`src/rtl/updown_counter_ctrl.sv`:
```
// Sequencer and checker for an external 8-bit up/down counter: it loads a start value,
// ramps the counter to a target and compares every returned count with its own expectation.
module updown_counter_ctrl #(
   parameter int WIDTH   = 8,
   parameter int TIMEOUT = 300
) (
   input  logic             clk,
   input  logic             rst,
   input  logic             start,
   input  logic [WIDTH-1:0] start_val,
   input  logic [WIDTH-1:0] target_val,
   output logic             cnt_en,
   output logic             cnt_m,
   output logic             cnt_load,
   output logic [WIDTH-1:0] cnt_data,
   input  logic [WIDTH-1:0] cnt_count,
   output logic             busy,
   output logic             done,
   output logic             error
);

   // state    | meaning
   // S_IDLE   | waiting for start; counter interface quiet
   // S_LOAD   | load strobe with latched start value
   // S_VERIFY | check the counter took the start value
   // S_RUN    | counter enabled, every returned count checked
   // S_DONE   | one-cycle done pulse
   // S_ERR    | one-cycle error state; error flag already set
   typedef enum logic [2:0] {
      S_IDLE, S_LOAD, S_VERIFY, S_RUN, S_DONE, S_ERR
   } state_e;

   localparam int TW = $clog2(TIMEOUT + 1);
   localparam logic [TW-1:0] TMO_LAST = TW'(TIMEOUT - 1);

   state_e           state_q, state_d;
   logic [WIDTH-1:0] start_q, start_d;
   logic [WIDTH-1:0] target_q, target_d;
   logic [WIDTH-1:0] exp_q, exp_d;
   logic             dir_q, dir_d;
   logic [TW-1:0]    tmo_q, tmo_d;
   logic             error_q, error_d;
   logic [WIDTH-1:0] next_exp;

   always_ff @(posedge clk or posedge rst) begin
      if (rst) begin
         state_q  <= S_IDLE;
         start_q  <= '0;
         target_q <= '0;
         exp_q    <= '0;
         dir_q    <= 1'b0;
         tmo_q    <= '0;
         error_q  <= 1'b0;
      end else begin
         state_q  <= state_d;
         start_q  <= start_d;
         target_q <= target_d;
         exp_q    <= exp_d;
         dir_q    <= dir_d;
         tmo_q    <= tmo_d;
         error_q  <= error_d;
      end
   end

   assign next_exp = dir_q ? (exp_q - 1'b1) : (exp_q + 1'b1);
   assign error    = error_q;

   // error is raised on the transition into S_ERR so it is already visible during S_ERR
   always_comb begin
      state_d  = state_q;
      start_d  = start_q;
      target_d = target_q;
      exp_d    = exp_q;
      dir_d    = dir_q;
      tmo_d    = tmo_q;
      error_d  = error_q;
      cnt_en   = 1'b0;
      cnt_m    = 1'b0;
      cnt_load = 1'b0;
      cnt_data = '0;
      busy     = 1'b0;
      done     = 1'b0;
      unique case (state_q)
         S_IDLE: begin
            if (start) begin
               start_d  = start_val;
               target_d = target_val;
               error_d  = 1'b0;
               state_d  = S_LOAD;
            end
         end
         S_LOAD: begin
            busy     = 1'b1;
            cnt_load = 1'b1;
            cnt_data = start_q;
            state_d  = S_VERIFY;
         end
         S_VERIFY: begin
            busy = 1'b1;
            if (cnt_count != start_q) begin
               error_d = 1'b1;
               state_d = S_ERR;
            end else if (cnt_count == target_q) begin
               state_d = S_DONE;
            end else begin
               dir_d   = (target_q < start_q);
               exp_d   = start_q;
               tmo_d   = '0;
               state_d = S_RUN;
            end
         end
         S_RUN: begin
            busy   = 1'b1;
            cnt_en = 1'b1;
            cnt_m  = dir_q;
            if (cnt_count != exp_q) begin
               error_d = 1'b1;
               state_d = S_ERR;
            end else begin
               exp_d = next_exp;
               tmo_d = tmo_q + 1'b1;
               if (next_exp == target_q) begin
                  state_d = S_DONE;
               end else if (tmo_q == TMO_LAST) begin
                  error_d = 1'b1;
                  state_d = S_ERR;
               end
            end
         end
         S_DONE: begin
            done    = 1'b1;
            state_d = S_IDLE;
         end
         S_ERR: begin
            state_d = S_IDLE;
         end
         default: begin
            state_d = S_IDLE;
         end
      endcase
   end

endmodule

```
`config.mk`:
```
export PLATFORM = sky130hd
export DESIGN_NAME = updown_counter_ctrl
export DESIGN_NICKNAME = d
export VERILOG_FILES = /design/src/rtl/updown_counter_ctrl.sv
export SDC_FILE = /design/constraint.sdc
export NUM_CORES = 1
export LEC_CHECK = 0
export CAP_MARGIN = 20
export CORE_MARGIN = 2
export CORE_UTILIZATION = 50
export CTS_CLUSTER_SIZE = 10
export DETAILED_ROUTE_END_ITERATION = 16
export GPL_TIMING_DRIVEN = 0
export HOLD_SLACK_MARGIN = 0.02
export PLACE_DENSITY = 0.77
export SLEW_MARGIN = 20
export SYNTH_ARGS = -nofsm -noshare
export SYNTH_HDL_FRONTEND = slang
export SYNTH_SLANG_ARGS = --single-unit
```
`constraint.sdc`:
```
create_clock -name clk -period 2.7 [get_ports clk]
set_clock_uncertainty 0.2 [all_clocks]
set_input_delay 0.81 -clock clk [delete_from_list [all_inputs] [get_ports clk]]
set_output_delay 0.81 -clock clk [all_outputs]
set_load 0.02 [all_outputs]
```
==> impl_metrics.csv <==
group,metric,value,unit
worst_hold_path,hp-class,"reg2reg",
clock_tree,clock_latency,0.30,ns
worst_setup_path,cp_data_arrival_time,2.74,ns
timing,maxSlewHeadroom,0.647,
pwr,p_total,3.22,mW
detailed_routing,via_per_inst,5.63,
floorplanning,core,5440,um^2
timing,rsz0062_at_grt,"true",
logic_synthesis,yosys_warnings,0,
clock_tree,clk_pin_slew,0.08,ns
logic_synthesis,synthTopCellsByArea,"dfrtp_1 (34%), xnor2_1 (9.1%), ha_1 (6.3%)",
floorplanning,num_rows,27,
logic_synthesis,syn-num-nets,340,
logic_synthesis,synth_area,2790,um^2
final_layout,area_delta_synth_final,32.2,%
timing,setup_violations,8,
status,violations,"negative setup slack",
global_route,grt_max_degree,27,
detailed_routing,wl,7480,um
global_route,grt_overflow,0,
logic_synthesis,synth_cells,298,
logic_synthesis,ys.flop_type,"dfrtp_1",
logic_synthesis,synth_top_family_by_area,"simple AND/OR/NAND/NOR gates",
logic_synthesis,async_flop_share,1.00,
pwr,ir_drop,0.000586,V
detailed_routing,first_iter_violations,136,
worst_setup_path,cp-start-kind,"input pin",
final_layout,final_common_cell,"dfrtp_1",
logic_synthesis,synth_top_cell_by_area,"dfrtp_1",
worst_setup_path,worstPathCellList,"dlygate4sd2_1 -> xnor2_2 -> nand4_1 -> a2111oi_4 -> and2_1 -> buf_4 -> mux2_2",
logic_synthesis,yosys.area_share.simple,0.221,
global_route,first_global_vias,2459,
pwr,leakage,1.63,nW
logic_synthesis,ys_seq_area_frac,0.341,
detailed_routing,drc_errors,0,
floorplanning,die_y,78.6,um
final_layout,fin_cells,436,
place,dp_slack,-0.625,ns
floorplanning,pin_count,41,
logic_synthesis,synth-edff-count,0,
timing,final-max-slew-violation-count,0,
detailed_routing,ant_nets,0,
logic_synthesis,synth_xor_area_frac,0.145,
logic_synthesis,synth_fa_ha_area_frac,0.0701,
global_route,grt_pass1_wl,12000,um
detailed_routing,drt_first_pass_iters,4,
floorplanning,dieArea,6180,um^2
worst_setup_path,cp-end-kind,"flop",
worst_setup_path,cp.required,2.69,ns
timing,worst_slack,-0.0461,ns
logic_synthesis,ys_types,53,
clock_tree,htreeDepth,2,
final_layout,nets,405,
worst_setup_path,cpMaxStageDelayCell,"a2111oi_4",
pwr,power_density,874,nW/um^2
timing,hold_viol_final,0,
clock_tree,cts_root_buf,"clkbuf_8",
final_layout,drive_gt1_frac,0.277,
status,status,"complete, but fails checks",
place,gp_congestion,0.848,
clock_tree,cts_buffer_depth,2,
floorplanning,start_util,0.512,
worst_setup_path,critPathMaxFanout,10,
place,dpl.hpwl,5040,um
detailed_routing,vias,2456,
place,post-place-cells,411,
place,port_buffers,40,
timing,max_freq,364,MHz
global_route,grt.total_usage,0.249,
clock_tree,cts_buffers,5,
timing,tightest_slew,0.527,ns
worst_setup_path,worstSetupPathType,"in2reg",
final_layout,antenna_cells,0,
global_route,antenna_found_initial,0,
detailed_routing,wl_per_cell,17.2,um
final_layout,mostFrequentLayoutCells,"dfrtp_1 (33), nor2_1 (28), nand2_1 (25)",
clock_tree,clock-sinks,38,
worst_setup_path,crit_path_max_incr_delay,0.49,ns
logic_synthesis,postSynthAreaPerCell,9.35,um^2
timing,period_share,1.02,
timing,min_period,2.75,ns
flow_run,maxCapViolCount,0,
final_layout,final_util,0.677,
floorplanning,die_w,78.6,um
clock_tree,cts_tree,"yes",
logic_synthesis,ys_seq_elements,38,
logic_synthesis,synth_top_area_share,0.341,
logic_synthesis,muxShareOfSynthArea,0.0669,
logic_synthesis,synth_compound_area_frac,0.118,
[synth_stat cells (3+ instances only)]
master / n
nand3_1: 4
ha_1: 14
mux2_2: 13
mux2i_1: 4
or3_1: 4
and2_1: 10
o21ai_0: 17
xor2_1: 17
a31oi_1: 3
nor3_2: 4
buf_2: 5
xnor2_1: 29
nand4_1: 8
nand2_1: 25
nor2_1: 29
dfrtp_1: 38
clkbuf_1: 7
inv_1: 12
o21a_1: 3
a21oi_1: 7
[flip-flops by register name, indices dropped and copies added, names as in the netlist]
name and flops:
tmo_q 9, state_q 3, start_q 8, dir_q 1
target_q 8, error 1, exp_q 8
[final timing paths]
kind / endpoint / slack (ns) / cells past startpoint / start
max in group asynchronous: state_q[0]$_DFFE_PP0P_ / 1.28 / 3 / rst
worst max register to register: state_q[0]$_DFFE_PP0P_ / -0.04 / 9 / dir_q$_DFFE_PP0P_
worst max-delay path: dir_q$_DFFE_PP0P_ / -0.05 / 7 / cnt_count[4]
worst min-delay path: tmo_q[1]$_DFFE_PP0P_ / 0.30 / 2 / tmo_q[1]$_DFFE_PP0P_
worst min register to register: tmo_q[1]$_DFFE_PP0P_ / 0.30 / 2 / tmo_q[1]$_DFFE_PP0P_
min in group asynchronous: exp_q[5]$_DFFE_PP0P_ / 0.57 / 2 / rst
[per-stage QoR]
step           area, um^2  TNS (ns)  hold slack (ns)
6_report             3680    -0.215            0.304
5_1_grt              3680     -1.17            0.379
4_1_cts              3570  -0.00294            0.318
3_5_place_dp         3300    -14.33            0.303
3_3_place_gp         3280    -15.01            0.293
2_1_floorplan        2790         0            0.268
[where the power goes]
part           internal, mW  total, mW  switching (mW)
clock                 0.206      0.428           0.222
sequential            0.744       1.04           0.296
combinational         0.845       1.75           0.903
[what timing repair did]
action,4_1_cts,5_1_grt
buffers inserted,12,7
gates cloned,1,0
pin swaps,17,16
endpoints found under the setup margin,35,34
hold buffers,0,0
gates resized for setup,48,42
[layout make-up]
cell class,instances,area [um^2]
tap,72,90.1
clock buffer,6,82.6
sequential,38,957
timing repair buffer,61,519
clock inverter,2,12.5
fill,424,1760
buffer,10,63.8
multi-input combinational,235,1910
inverter,12,47.5
[worst max-delay path, delay by kind of cell]
kind,cells,cell delay (ns)
compound gates,1,0.49
simple gates,2,0.41
buf+inv,2,0.49
xor+xnor,1,0.18
mux,1,0.36
[cells by family (layout without fill, tap and decap cells)]
family                     after synthesis  count (layout)
and+or+nand+nor                        110             110
AOI/OAI and AO/OA                       47              47
DFF                                     38              38
adders and majority gates               15              15
muxes                                   17              17
xor gates and xnor gates                46              46
buffers and inverters                   25              91
[layer usage]
layer  vias to the layer above  track usage  wire (um)
met1                      1199        0.302       3160
met5                         -            0          0
met3                        17       0.0460        336
met2                        78        0.442       3830
li1                       1162            -          -
met4                         0       0.0807        150
Power figures use the tool's default switching activity.
